## config.mk

```make
export PLATFORM = sky130hd
export DESIGN_NAME = mem_port_arbiter
export DESIGN_NICKNAME = d
export VERILOG_FILES = /design/src/rtl/mem_port_arbiter.sv
export SDC_FILE = /design/constraint.sdc
export NUM_CORES = 1
export LEC_CHECK = 0
export BUFFER_PORTS_ARGS = -buffer_cell sky130_fd_sc_hd__clkbuf_2
export CAP_MARGIN = 10
export CORE_MARGIN = 3
export CORE_UTILIZATION = 42
export CTS_CLUSTER_DIAMETER = 30
export DETAILED_ROUTE_END_ITERATION = 6
export PLACE_DENSITY = 0.76
export SETUP_SLACK_MARGIN = 0.1
export SYNTH_ARGS = -nofsm -noshare
export SYNTH_HDL_FRONTEND = slang
export SYNTH_SLANG_ARGS = --single-unit
```

## constraint.sdc

```tcl
create_clock -name clk_i -period 2.2 [get_ports clk_i]
set_clock_uncertainty 0.1 [all_clocks]
set_input_delay 0.11 -clock clk_i [delete_from_list [all_inputs] [get_ports clk_i]]
set_output_delay 0.11 -clock clk_i [all_outputs]
set_load 0.01 [all_outputs]
```

## src/rtl/mem_port_arbiter.sv

```systemverilog
// Round-robin arbiter sharing one single-port synchronous memory between an
// instruction-fetch port (read-only) and a data port (read/write).
module mem_port_arbiter #(
    parameter int AW       = 16,
    parameter int DW       = 16,
    parameter int READ_LAT = 1
) (
    input  logic          clk_i,
    input  logic          rst_i,
    input  logic          if_req_i,
    input  logic [AW-1:0] if_addr_i,
    output logic          if_ack_o,
    output logic [DW-1:0] if_rdata_o,
    input  logic          dm_req_i,
    input  logic          dm_we_i,
    input  logic [AW-1:0] dm_addr_i,
    input  logic [DW-1:0] dm_wdata_i,
    output logic          dm_ack_o,
    output logic [DW-1:0] dm_rdata_o,
    output logic [AW-1:0] mem_addr_o,
    output logic [DW-1:0] mem_wdata_o,
    output logic          mem_we_o,
    output logic          mem_re_o,
    input  logic [DW-1:0] mem_rdata_i,
    output logic          grant_dm_o,
    output logic          busy_o
);

    typedef enum logic [1:0] {S_IDLE, S_ACCESS, S_WAIT, S_RESP} state_t;

    // Counter holds the number of extra WAIT cycles still to spend after this one.
    localparam int WAIT_INIT = (READ_LAT > 1) ? READ_LAT - 2 : 0;

    state_t        state_q, state_d;
    logic [1:0]    cnt_q, cnt_d;
    logic          grant_dm_q, grant_dm_d;
    logic          last_q, last_d;
    logic          rd_q, rd_d;
    logic          mem_we_q, mem_we_d;
    logic          mem_re_q, mem_re_d;
    logic [AW-1:0] mem_addr_q, mem_addr_d;
    logic [DW-1:0] mem_wdata_q, mem_wdata_d;
    logic          issue;
    logic          win_dm;

    always_comb begin
        state_d     = state_q;
        cnt_d       = cnt_q;
        grant_dm_d  = grant_dm_q;
        last_d      = last_q;
        rd_d        = rd_q;
        mem_addr_d  = mem_addr_q;
        mem_wdata_d = mem_wdata_q;
        mem_we_d    = 1'b0;
        mem_re_d    = 1'b0;
        issue       = 1'b0;
        win_dm      = 1'b0;

        case (state_q)
            S_IDLE: begin
                if (if_req_i || dm_req_i) begin
                    issue  = 1'b1;
                    win_dm = dm_req_i && (!if_req_i || !last_q);
                end
            end
            S_ACCESS: begin
                if (READ_LAT > 1) begin
                    state_d = S_WAIT;
                    cnt_d   = 2'(WAIT_INIT);
                end else begin
                    state_d = S_RESP;
                end
            end
            S_WAIT: begin
                if (cnt_q == 2'd0) state_d = S_RESP;
                else               cnt_d   = cnt_q - 2'd1;
            end
            S_RESP: begin
                // The just-acked requester still holds req this edge; only the other port may chain.
                last_d  = grant_dm_q;
                state_d = S_IDLE;
                if (grant_dm_q ? if_req_i : dm_req_i) begin
                    issue  = 1'b1;
                    win_dm = !grant_dm_q;
                end
            end
            default: state_d = S_IDLE;
        endcase

        if (issue) begin
            state_d     = S_ACCESS;
            grant_dm_d  = win_dm;
            mem_addr_d  = win_dm ? dm_addr_i : if_addr_i;
            mem_wdata_d = win_dm ? dm_wdata_i : '0;
            mem_we_d    = win_dm && dm_we_i;
            mem_re_d    = !(win_dm && dm_we_i);
            rd_d        = !(win_dm && dm_we_i);
        end
    end

    always_ff @(posedge clk_i or posedge rst_i) begin
        if (rst_i) begin
            state_q     <= S_IDLE;
            cnt_q       <= 2'd0;
            grant_dm_q  <= 1'b0;
            last_q      <= 1'b0;
            rd_q        <= 1'b0;
            mem_we_q    <= 1'b0;
            mem_re_q    <= 1'b0;
            mem_addr_q  <= '0;
            mem_wdata_q <= '0;
        end else begin
            state_q     <= state_d;
            cnt_q       <= cnt_d;
            grant_dm_q  <= grant_dm_d;
            last_q      <= last_d;
            rd_q        <= rd_d;
            mem_we_q    <= mem_we_d;
            mem_re_q    <= mem_re_d;
            mem_addr_q  <= mem_addr_d;
            mem_wdata_q <= mem_wdata_d;
        end
    end

    assign if_ack_o    = (state_q == S_RESP) && !grant_dm_q;
    assign dm_ack_o    = (state_q == S_RESP) && grant_dm_q;
    assign if_rdata_o  = if_ack_o ? mem_rdata_i : '0;
    assign dm_rdata_o  = (dm_ack_o && rd_q) ? mem_rdata_i : '0;
    assign mem_addr_o  = mem_addr_q;
    assign mem_wdata_o = mem_wdata_q;
    assign mem_we_o    = mem_we_q;
    assign mem_re_o    = mem_re_q;
    assign grant_dm_o  = grant_dm_q;
    assign busy_o      = (state_q != S_IDLE);

endmodule

```

# Yosys cells after proc, flatten, opt, wreduce, memory -nomap -nowiden
# Index checks and enable logic that the tools add are counted.
[classes]
reduce_logical = 17
div = 0
magnitude_cmp = 0
mul = 0
shifts = 0
mux = 16
bitwise_logic = 1
addsub = 1
eq_ne = 4
[ops]
columns = ["operator", "count"]
rows = [
  ["two-way mux 16 bit", 4],
  ["two-way mux 1 bit", 7],
  ["case mux 2 bit (3 select lines)", 1],
  ["logical AND 1 bit", 5],
  ["== test 2 bit (second input constant)", 2],
  ["logical NOT 1 bit", 4],
  ["logical NOT 2 bit", 2],
  ["two-way mux 2 bit", 2],
  ["case mux 1 bit (2 select lines)", 2],
  ["AND reduction 2 bit", 2],
  ["nonzero test 4 bit", 1],
  ["!= test 3 bit (second input constant)", 1],
  ["== test 2 x 1 -> 1 bit (second input constant)", 1],
  ["logical OR 1 bit", 2],
  ["nonzero test 2 bit", 1],
  ["subtractor 2 x 1 -> 2 bit (second input constant)", 1],
  ["inverter 1 bit", 1],
]
[word_totals]
wordCells = 48
mem_bits_rw = 0
input_bits = 69
ff_bits = 41
mem_count = 0
latchBits = 0
romBits = 0

# Depth between registers and ports, before layout
[depth]
ltp_word = 8
mapped_depth = 8
ltp_nobuf = 6

# Worst setup path before layout
# Ideal clock, no wire load.
[synth_path]
path_type = "reg2reg"
startpoint = "register state_q[0]"
endpoint = "register mem_addr_q[10] (netlist: mem_addr_o[10])"
path_slack_ns = 0.375
t_required_ns = 1.974
setup_time_ns = 0.126
t_arrival_ns = 1.599
stages_incl_launch_ff = 9
path_cell_list = "dfrtp_1 ha_1 nor2b_1 buf_6 o211a_1 buf_6 buf_8 o221ai_2 o21ai_1"
[synth_via]
elab_chain_len = 3
word_cells_on_any_way = 5
classes_between = "1 x eq/ne; 3 x mux; 1 x reduce/logical"
[synth_lines]
columns = ["item", "line", "source"]
rows = [
  ["start, declared", "34", "state_t state_q, state_d;"],
  ["start signal, assigned", "113", "state_q <= state_d;"],
  ["== test 2 bit / logical NOT 2 bit (equally long branches)", "59", "case (state_q)"],
  ["case mux 1 bit (2 select lines)", "59", ""],
  ["two-way mux 16 bit", "93", "mem_addr_d = win_dm ? dm_addr_i : if_addr_i;"],
  ["end signal, assigned", "120", "mem_addr_q <= mem_addr_d;"],
  ["end, declared", "41", "logic [AW-1:0] mem_addr_q, mem_addr_d;"],
]
# Several ways; a longest one is shown, not always the timed one.
# A chain may end at the register's enable or synchronous reset.

# Worst setup path after layout
[layout_path]
startpoint = "register state_q[0]"
endpoint = "register mem_addr_q[12] (netlist: mem_addr_o[12])"
# Same word-level chain as after synthesis.

==> impl.org <==
** Synth
- Share of cell area taken by muxes after synthesis :: 1.07%
- Post-synthesis compound-gate area fraction :: 25.3%
- The most used flip-flop cell after synthesis is dfrtp_1.
- Synthesis handed over a netlist of 189 instances.
- dfrtp_1 takes more of the synthesized area than any other cell.
- The average instance in the mapped netlist occupies 11.2 um2.
- By area, the combinational part of the netlist is dominated by compound AO/OA/AOI/OAI gates.
- The number of nets handed over by synthesis was 263.
- In the post-synthesis netlist, the cell with the most instances is dfrtp_1.
- Sorting the synthesized cells by area gives the leading types as dfrtp_1 (49%), and2_1 (10%), o221ai_2 (9.2%).
- Simple-gate portion of the synthesized area :: 12.7%
- Register bit count reported by yosys :: 41
- Seq/Total Area, Yosys :: 48.5%
- The synthesized netlist contains 29 unique library cells.
- The share of synthesized area in the top cell type comes to 48.5%.
- Most frequent cells after synthesis :: dfrtp_1 (41), and2_1 (34), inv_1 (23)
- Fraction of synthesized cell area in xor and xnor cells :: 0.414%
- Asr flop ratio synth :: 100%
- Number of enable-type register cells in the synthesized netlist :: 0
- Summed instance area of the synthesized netlist :: 0.00211 mm2
- After Yosys synthesis, full adders, half adders and majority gates account for 2.96% of the synthesized area.
- Number of synthesis warnings :: 0

** Critical path
- The worst setup path is captured at a flop.
- Of all nets on the critical path, the largest fanout is 16.
- At the worst endpoint, the arrival time is 2080 ps.
- At the worst endpoint, the required time is 2320 ps.
- The startpoint identified for the worst register-to-register timing path is state_q[0].
- Path type of the worst setup path :: reg2reg
- The most critical setup path has its startpoint at state_q[0].
- Crit start category :: flop

** Place
- Number of buffers inserted by port buffering :: 138
- Instance count after placement with tap cells included :: 388
- DP Wirelength :: 4190 um
- The congestion estimate from routability-driven global placement came to 0.767.
- After detailed placement, the total cell area comes to 0.00285 mm2.
- Placement Setup Slack :: 93.0 ps

** Floorplanning
- In this run the core area contains 25 standard-cell rows.
- The die is 76.9 um wide.
- Total I/O pin count :: 139
- Placeable core region :: 0.00479 mm2
- The floorplan step defined a die boundary enclosing 0.00592 mm2.
- Starting density of the core :: 44.2%
- Die Height :: 76.9 um

** Hold path
- Path category of the worst min-delay check :: in2reg
- In this run the most critical hold path is launched from dm_addr_i[10].

** Timing
- Max-slew violation count :: 0
- Setup violations remaining at the end of the flow were counted as 0.
- RSZ-0062 raised after global routing :: true
- Headroom to the max-slew limit came out at 58.5%.
- F_max :: 510 MHz
- Transition time at the pin with the least slew margin :: 621 ps
- Final total negative setup slack :: 0 ps
- On the final layout, the worst hold slack is 9.48 ps.
- After layout, the worst setup slack is 238 ps.
- Of the available clock period, the critical path in the final layout requires 89.2%.
- Min Tclk post-route :: 1960 ps
- Final Hold Vio Count :: 0

** Route
- Number of search-and-repair iterations in the first detailed-routing pass :: 4
- DRC violations left :: 0
- Via density per instance :: 4.86
- Summing over every cut layer, the via total after detailed routing is 2,096.
- WL/cell :: 13.8 um
- Final ANT Viol Nets :: 0
- The first routing iteration left 50 violations.
- Final Routed Wirelength :: 5940 um

** Global routing
- The total overflow left after global routing is 0.
- Number of antenna violations at the first check in global routing :: 0
- Total routing usage reported by global routing :: 20.8%
- Largest net degree at the start of global routing :: 42
- Global-route wire length before repair :: 9900 um
- Via count of the first global-routing pass :: 2,082

** Layout
- The number of antenna diodes in the final layout is 0.
- After the last flow step, the layout net total stands at 437.
- The finished layout holds 431 standard cells, fillers aside.
- Sequential cell area in the final layout :: 0.00103 mm2
- In the final layout, the multi-input gates occupy 906 um2.
- FILL cells :: 363
- Area grow syn2layout :: 57.5%
- Non-Filler Cell Area, Final :: 0.00333 mm2
- Cells with a size suffix above 1 make up 47.0% of the layout.

** CTS
- Counting along the longest clock path gives a buffer depth of 2.
- TritonCTS clock tree :: built
- Clock H-tree levels :: 2
- At the later pin of the worst-skew pair, clock insertion delay measures 290 ps.
- Post-CTS setup-driven buffer insertion count :: 0
- The tree is rooted in a clkbuf_8.
- Worst-path clk slew :: 80 ps
- For this design, the sink count on the clock tree is 41.
- Clock buffers created by TritonCTS :: 5

** Pwr
- Maximum ir drop on the vdd rail :: 0.951 mV
- Static Leak :: 0.00176 uW
- Areal power density over the cells :: 1180 mW/mm2

** Run status
- Status :: finished, final reports clean

** Job
- Max-Cap Viols :: 0
final cells by class:
cell class	instances	area share, %
clock buffers	7	2.59
clock inverters	1	0.902
inverters	23	2.59
multi-input cells	113	27.2
flip-flops and latches	41	30.8
well taps	67	2.52
repair buffers	179	33.4
cell families after synthesis:
group                    Yosys count
XOR/XNOR                           1
AO/OA/AOI/OAI                     59
buffers and inverters             35
AND/OR/NAND/NOR                   46
multiplexers                       2
adder cells (fa/ha/maj)            5
flip-flops                        41
worst paths after layout:
check                                      end  slack (ps)  cells after the start
worst max register to register  mem_addr_o[12]         240                      7
min in group asynchronous       mem_wdata_o[5]         380                      4
worst min register to register        cnt_q[0]         370                      1
worst max-delay path            mem_addr_o[12]         240                      7
max in group asynchronous       mem_wdata_o[1]        1280                      4
worst min-delay path            mem_addr_o[10]           9                      3
sequential cells by signal, summed over array words and instances (netlist names):
name,flops
cnt_q,2
grant_dm_o,1
last_q,1
mem_addr_o,16
mem_re_o,1
mem_wdata_o,16
mem_we_o,1
rd_q,1
state_q,2
what timing repair did:
item,in CTS,in global routing
setup endpoints to repair,2,31
hold buffers,35,0
gates cloned,0,0
resized for setup,2,2
endpoints found under the hold margin,72,0
cells in the final DEF (no fill, tap or decap), drive strengths merged, types with 2 or more instances in the layout:
master,instances
dlygate4sd3,35
nand2,3
mux2,2
clkbuf,145
nor2,5
o221ai,16
a22o,16
o21ai,21
inv,23
buf,6
dfrtp,41
and2,34
ha,5
metal layers:
layer / track usage [%] / routed length [um] / up-vias
met1: 21.8 / 2160 / 970
met3: 6.57 / 544 / 12
met4: 8.15 / 136 / 0
li1: - / - / 1011
met2: 38.2 / 3100 / 103
met5: 0 / 0 / -
through the flow:
step,total power (uW),utilization [%]
after CTS,3940,69.5
after floorplan,2590,-
after detailed placement,3260,59.6
after global placement,3210,59.6
after global routing,4230,69.6
final,3930,69.6
power by group:
part / leakage [uW] / internal [uW] / switching [uW]
registers: 0.000518 / 1070 / 195
logic: 0.00118 / 927 / 1120
clock network: 0.0000585 / 370 / 244
critical path, stage by stage, from the launching register on:
cell	delay [ps]
dfrtp_1	410
inv_1	90
ha_1	180
a21boi_1	310
o211a_2	360
buf_12	200
o221ai_1	140
o21ai_1	100
Note: power is estimated with default switching activity, not from simulation.
